`src/rtl/dmem_byte_port_pkg.sv`:
```
// Shared encodings for the data-memory byte port: access sizes, FSM states
// and the alignment rule used at request acceptance.
package dmem_byte_port_pkg;

  localparam logic [1:0] SIZE_BYTE = 2'b00;
  localparam logic [1:0] SIZE_HALF = 2'b01;
  localparam logic [1:0] SIZE_WORD = 2'b10;

  typedef enum logic [2:0] {
    DMP_IDLE = 3'd0,
    DMP_RD   = 3'd1,
    DMP_RDW  = 3'd2,
    DMP_WR   = 3'd3,
    DMP_RESP = 3'd4
  } dmp_state_e;

  // Size 11 has no legal encoding, so it is rejected like a misaligned access.
  function automatic logic is_misaligned(input logic [1:0] size, input logic [1:0] lo);
    case (size)
      SIZE_BYTE: return 1'b0;
      SIZE_HALF: return lo[0];
      SIZE_WORD: return lo != 2'b00;
      default:   return 1'b1;
    endcase
  endfunction

endpackage

```
`src/rtl/dmem_lane_align.sv`:
```
// Combinational lane steering: extracts/extends a sub-word load from a RAM word
// and merges right-justified store data into the selected lane of that word.
module dmem_lane_align
  import dmem_byte_port_pkg::*;
(
  input  logic [31:0] i_word,
  input  logic [1:0]  i_lane,
  input  logic [1:0]  i_size,
  input  logic        i_signed,
  input  logic [15:0] i_wdata,
  output logic [31:0] o_load,
  output logic [31:0] o_merged
);

  logic [4:0]  w_bit;
  logic [7:0]  w_byte;
  logic [15:0] w_half;

  assign w_bit  = {i_lane, 3'b000};
  assign w_byte = i_word[w_bit +: 8];
  assign w_half = i_lane[1] ? i_word[31:16] : i_word[15:0];

  always_comb begin
    o_load   = i_word;
    o_merged = i_word;
    case (i_size)
      SIZE_BYTE: begin
        o_load             = {{24{i_signed & w_byte[7]}}, w_byte};
        o_merged[w_bit +: 8] = i_wdata[7:0];
      end
      SIZE_HALF: begin
        o_load = {{16{i_signed & w_half[15]}}, w_half};
        if (i_lane[1]) o_merged[31:16] = i_wdata;
        else           o_merged[15:0]  = i_wdata;
      end
      default: ;
    endcase
  end

endmodule

```
`src/rtl/dmem_byte_port.sv`:
```
// MEM-stage responder for byte/half/word loads and stores against a word-only
// synchronous RAM; sub-word stores go through read-modify-write.
module dmem_byte_port
  import dmem_byte_port_pkg::*;
#(
  parameter int ADDR_W = 10
) (
  input  logic              clk,
  input  logic              rst,
  input  logic              req_valid,
  output logic              req_ready,
  input  logic              req_we,
  input  logic [1:0]        req_size,
  input  logic              req_signed,
  input  logic [31:0]       req_addr,
  input  logic [31:0]       req_wdata,
  output logic              resp_valid,
  output logic [31:0]       resp_rdata,
  output logic              resp_err,
  output logic              mem_en,
  output logic              mem_we,
  output logic [ADDR_W-1:0] mem_addr,
  output logic [31:0]       mem_wdata,
  input  logic [31:0]       mem_rdata
);

  dmp_state_e        r_state;
  logic              r_we;
  logic [1:0]        r_size;
  logic              r_signed;
  logic [1:0]        r_lane;
  logic [15:0]       r_wdata;
  logic              r_resp_valid;
  logic [31:0]       r_resp_rdata;
  logic              r_resp_err;
  logic              r_mem_en;
  logic              r_mem_we;
  logic [ADDR_W-1:0] r_mem_addr;
  logic [31:0]       r_mem_wdata;

  logic        w_err;
  logic [31:0] w_load;
  logic [31:0] w_merged;
  logic        w_unused;

  assign w_unused = ^req_addr[31:ADDR_W+2];

  assign req_ready  = (r_state == DMP_IDLE) && !rst;
  assign w_err      = is_misaligned(req_size, req_addr[1:0]);
  assign resp_valid = r_resp_valid;
  assign resp_rdata = r_resp_rdata;
  assign resp_err   = r_resp_err;
  assign mem_addr   = r_mem_addr;
  assign mem_wdata  = r_mem_wdata;
  // Gate the RAM strobes with rst so a reset cycle can never carry a write.
  assign mem_en     = r_mem_en & ~rst;
  assign mem_we     = r_mem_we & ~rst;

  dmem_lane_align u_align (
    .i_word   (mem_rdata),
    .i_lane   (r_lane),
    .i_size   (r_size),
    .i_signed (r_signed),
    .i_wdata  (r_wdata),
    .o_load   (w_load),
    .o_merged (w_merged)
  );

  always_ff @(posedge clk) begin
    if (rst) begin
      r_state      <= DMP_IDLE;
      r_we         <= 1'b0;
      r_size       <= SIZE_BYTE;
      r_signed     <= 1'b0;
      r_lane       <= 2'b00;
      r_wdata      <= '0;
      r_resp_valid <= 1'b0;
      r_resp_rdata <= '0;
      r_resp_err   <= 1'b0;
      r_mem_en     <= 1'b0;
      r_mem_we     <= 1'b0;
      r_mem_addr   <= '0;
      r_mem_wdata  <= '0;
    end else begin
      r_resp_valid <= 1'b0;
      case (r_state)
        DMP_IDLE: if (req_valid) begin
          r_we         <= req_we;
          r_size       <= req_size;
          r_signed     <= req_signed;
          r_lane       <= req_addr[1:0];
          r_wdata      <= req_wdata[15:0];
          r_resp_rdata <= '0;
          r_resp_err   <= w_err;
          if (w_err) begin
            r_resp_valid <= 1'b1;
            r_state      <= DMP_RESP;
          end else begin
            r_mem_en   <= 1'b1;
            r_mem_addr <= req_addr[ADDR_W+1:2];
            // Full-word stores need no read, so they go straight to the write.
            if (req_we && req_size == SIZE_WORD) begin
              r_mem_we    <= 1'b1;
              r_mem_wdata <= req_wdata;
              r_state     <= DMP_WR;
            end else begin
              r_state <= DMP_RD;
            end
          end
        end
        DMP_RD: begin
          r_mem_en <= 1'b0;
          r_state  <= DMP_RDW;
        end
        DMP_RDW: if (r_we) begin
          r_mem_en    <= 1'b1;
          r_mem_we    <= 1'b1;
          r_mem_wdata <= w_merged;
          r_state     <= DMP_WR;
        end else begin
          r_resp_rdata <= w_load;
          r_resp_valid <= 1'b1;
          r_state      <= DMP_RESP;
        end
        DMP_WR: begin
          r_mem_en     <= 1'b0;
          r_mem_we     <= 1'b0;
          r_resp_valid <= 1'b1;
          r_state      <= DMP_RESP;
        end
        DMP_RESP: r_state <= DMP_IDLE;
        default:  r_state <= DMP_IDLE;
      endcase
    end
  end

endmodule

```
`config.mk`:
```
export PLATFORM = sky130hd
export DESIGN_NAME = dmem_byte_port
export DESIGN_NICKNAME = d
export VERILOG_FILES = /design/src/rtl/dmem_byte_port_pkg.sv /design/src/rtl/dmem_lane_align.sv /design/src/rtl/dmem_byte_port.sv
export SDC_FILE = /design/constraint.sdc
export NUM_CORES = 1
export LEC_CHECK = 0
export CAP_MARGIN = 25
export CORE_MARGIN = 3
export CORE_UTILIZATION = 45
export DETAILED_ROUTE_END_ITERATION = 8
export GPL_ROUTABILITY_DRIVEN = 0
export PLACE_DENSITY = 0.91
export SLEW_MARGIN = 0
export SYNTH_ARGS = -nofsm -noshare
export SYNTH_HDL_FRONTEND = slang
export SYNTH_SLANG_ARGS = --single-unit
```
`constraint.sdc`:
```
create_clock -name clk -period 4.15 [get_ports clk]
set_input_delay 1.0375 -clock clk [delete_from_list [all_inputs] [get_ports clk]]
set_output_delay 1.0375 -clock clk [all_outputs]
set_load 0.02 [all_outputs]
```
==> reports/results.tsv <==
stage	metric	value	unit
run_status	status	finished clean	
place	setup slack at placement	0.928	ns
clocking	H-tree lvl count	3	
die	Initial Utilization	46.7	%
yosys	top cells by area, synth	dfxtp_1 (40%), o32ai_1 (5.4%), nor2_1 (4.7%), a21oi_1 (4.1%), a221oi_1 (3.9%)	
setup_path	Required @ worst endpoint	3.11	ns
clocking	Reg clk slew, reported paths	0.07	ns
setup_path	Setup crit start	rst	
yosys	Synth Instances	593	
place	I/O Buffers	161	
place	Placed Area	6820	um^2
clocking	clk root buf	clkbuf_16	
grt	pin count of the biggest net entering global routing	37	
die	Die Area	12800	um^2
drt	drt drc	0	
sta	RSZ-0062 raised after global routing	no	
sta	final hold viol count	0	
sta	Peak Freq	313	MHz
yosys	synthesis warning total	0	
yosys	top post-synthesis cells by count	dfxtp_1 (103), nor2_1 (64), nand2_1 (52), a21oi_1 (42), inv_1 (39)	
pwr	VDD IR max	0.236	mV
yosys	flops & latches, synth	103	
drt	WL/cell	20.8	um
layout	diodes inserted	0	
die	Die Span X	113	um
sta	clk_skew	0.00840	ns
yosys	cell area after synthesis	5150	um^2
drt	drt pass-1 iters	6	
sta	Tightest Pin Transition	0.969	ns
layout	final core utilization	64.8	%
setup_path	Worst R2R Start	r_lane[1]$_SDFFE_PP0P_	
pwr	Static Leak	2.46	nW
grt	gr usage total	27.5	%
pwr	power consumption	2.42	mW
yosys	Main synth FF type	dfxtp_1	
layout	cell area after layout	7150	um^2
yosys	Syn Nets	701	
sta	clock period minus final worst setup slack	3.19	ns
setup_path	WP data arrival	2.15	ns
setup_path	critical path fanouts, max	22	
setup_path	critical path launch point type	primary input	
yosys	area leader, netlist	dfxtp_1	
grt	vias in the first global route	5259	
sta	max-slew violations	0	
yosys	count leader, synth	dfxtp_1	
sta	worst rel slew slack	35.3	%
grt	Congestion Overflow GR	0	
layout	P&R area growth vs syn	39.0	%
die	Die Y	113	um
layout	Nets	834	
worst_hold_path	worst min path class	reg -> reg	
die	core area	11000	um^2
drt	vias	5477	
run	max cap viols	0	
sta	Final setup viols	0	
setup_path	Critical Path Sink Type	output pin	
drt	vias per inst	6.29	
yosys	EDFF count, synth	0	
pwr	Pwr per Cell Area	338	nW/um^2
drt	Final ANT Viol Nets	0	
clocking	# Post-CTS Setup Buffers	0	
drt	Initial DRC Count	730	
clocking	clock insertion delay at the later pin of the skew report	0.35	ns
clocking	CTS tree	built	
clocking	TritonCTS buffer count	9	
yosys	register area share after synthesis	40.1	%
clocking	post-cts resize count	0	
layout	Fillers	831	
die	num rows	38	
die	Ports	182	
drt	wire length after detailed routing	18100	um
worst_hold_path	Hold Startpoint	mem_wdata[31]$_SDFFE_PP0P_	
clocking	CTS sink count	103	
clocking	buffer levels on the longest clock path	2	
place	post-DP HPWL	13000	um
sta	Tcrit/Tclk final	76.9	%
layout	layout cells sized above 1	5.75	%
yosys	Distinct cells, synth	50	
yosys	Synth top area share	40.1	%
clocking	hold buffer count at cts	0	
grt	first-pass GRT wire length	28000	um
sta	setup ws final	0.960	ns
yosys	Post-synth ARST share	0	%
setup_path	path type of the worst setup path	in -> out	
yosys	Synth Area per Inst	8.68	um^2
grt	initial antenna violation count	0	
sta	Fin Setup TNS	0	ns
==> power breakdown <==
part	leakage, nW	switching, mW	internal (mW)
logic	1.46	0.240	0.199
clock network	0.156	0.376	0.545
registers	0.835	0.0408	1.02
total	2.46	0.656	1.76
==> per-layer routing <==
metal  GRT usage, %  wire length (um)
met1           34.5              7030
met2           43.2              8160
met3           9.04              2070
met4           12.6               812
met5              0                 0
==> worst max-delay path, stage by stage <==
cell,delay (ns)
buf_2,0.23
nor4_1,0.23
clkdlybuf4s50_1,0.65
==> state kept, by name, summed over array words and instances (netlist names), 2 cells and up <==
register    count
resp_rdata     32
r_wdata        16
r_state         3
r_size          2
r_lane          2
mem_wdata      32
mem_addr       10
==> cell type report <==
| cell class | instances | area (um^2) | share of cell area, % |
|---|---|---|---|
| clock buffer | 11 | 243 | 3.39 |
| sequential | 103 | 2060 | 28.8 |
| timing repair buffer | 172 | 1710 | 23.9 |
| clock inverter | 5 | 81.3 | 1.14 |
| inverter | 40 | 150 | 2.10 |
| tap | 140 | 175 | 2.45 |
| multi-input combinational | 400 | 2730 | 38.2 |
==> metrics by stage <==
step / instances / hold slack [ns]
finish: 871 / 0.457
detailed placement: 854 / 0.445
floorplan: 593 / 0.450
global placement: 853 / 0.443
global route: 871 / 0.468
CTS: 870 / 0.461
==> cells by family after synthesis <==
group           count (synthesis)  synth area share, %
flops                         103                 40.1
fa+ha+maj                       5                 1.22
buf+inv                        90                 6.98
mux                            29                 7.61
simple gates                  168                 15.1
compound gates                198                 29.1
==> cells in the final DEF, fill, tap and decap left out, types with 2 or more instances in the layout <==
cell and instances:
clkdlybuf4s50_1 160, dfxtp_1 103, nor2_1 64, nand2_1 52, a21oi_1 42, inv_1 39
o32ai_1 32, a221oi_1 23, a21o_1 20, mux2i_1 20, nand2b_1 17, a22oi_1 16
o21ai_0 12, buf_4 10, clkbuf_16 9, nand3_1 8, a211oi_1 8, mux4_2 8
a32o_1 8, o221ai_1 8, o2bb2ai_1 8, o22a_1 7, ha_1 5, nor2b_1 4
nor3_1 4, and2_1 4, a21boi_0 4, nor3b_1 3, nor4_1 2, o21ai_1 2
or3_1 2, a31oi_1 2, bufinv_16 2
==> worst paths after layout <==
check                                             endpoint  slack (ns)  depth (start not counted)
worst max-delay path                             req_ready        0.96                          3
worst min-delay path            mem_wdata[31]$_SDFFE_PP0P_        0.46                          2
worst max register to register  mem_wdata[22]$_SDFFE_PP0P_        1.19                          7
worst min register to register  mem_wdata[31]$_SDFFE_PP0P_        0.46                          2
Power figures use the tool's default switching activity.
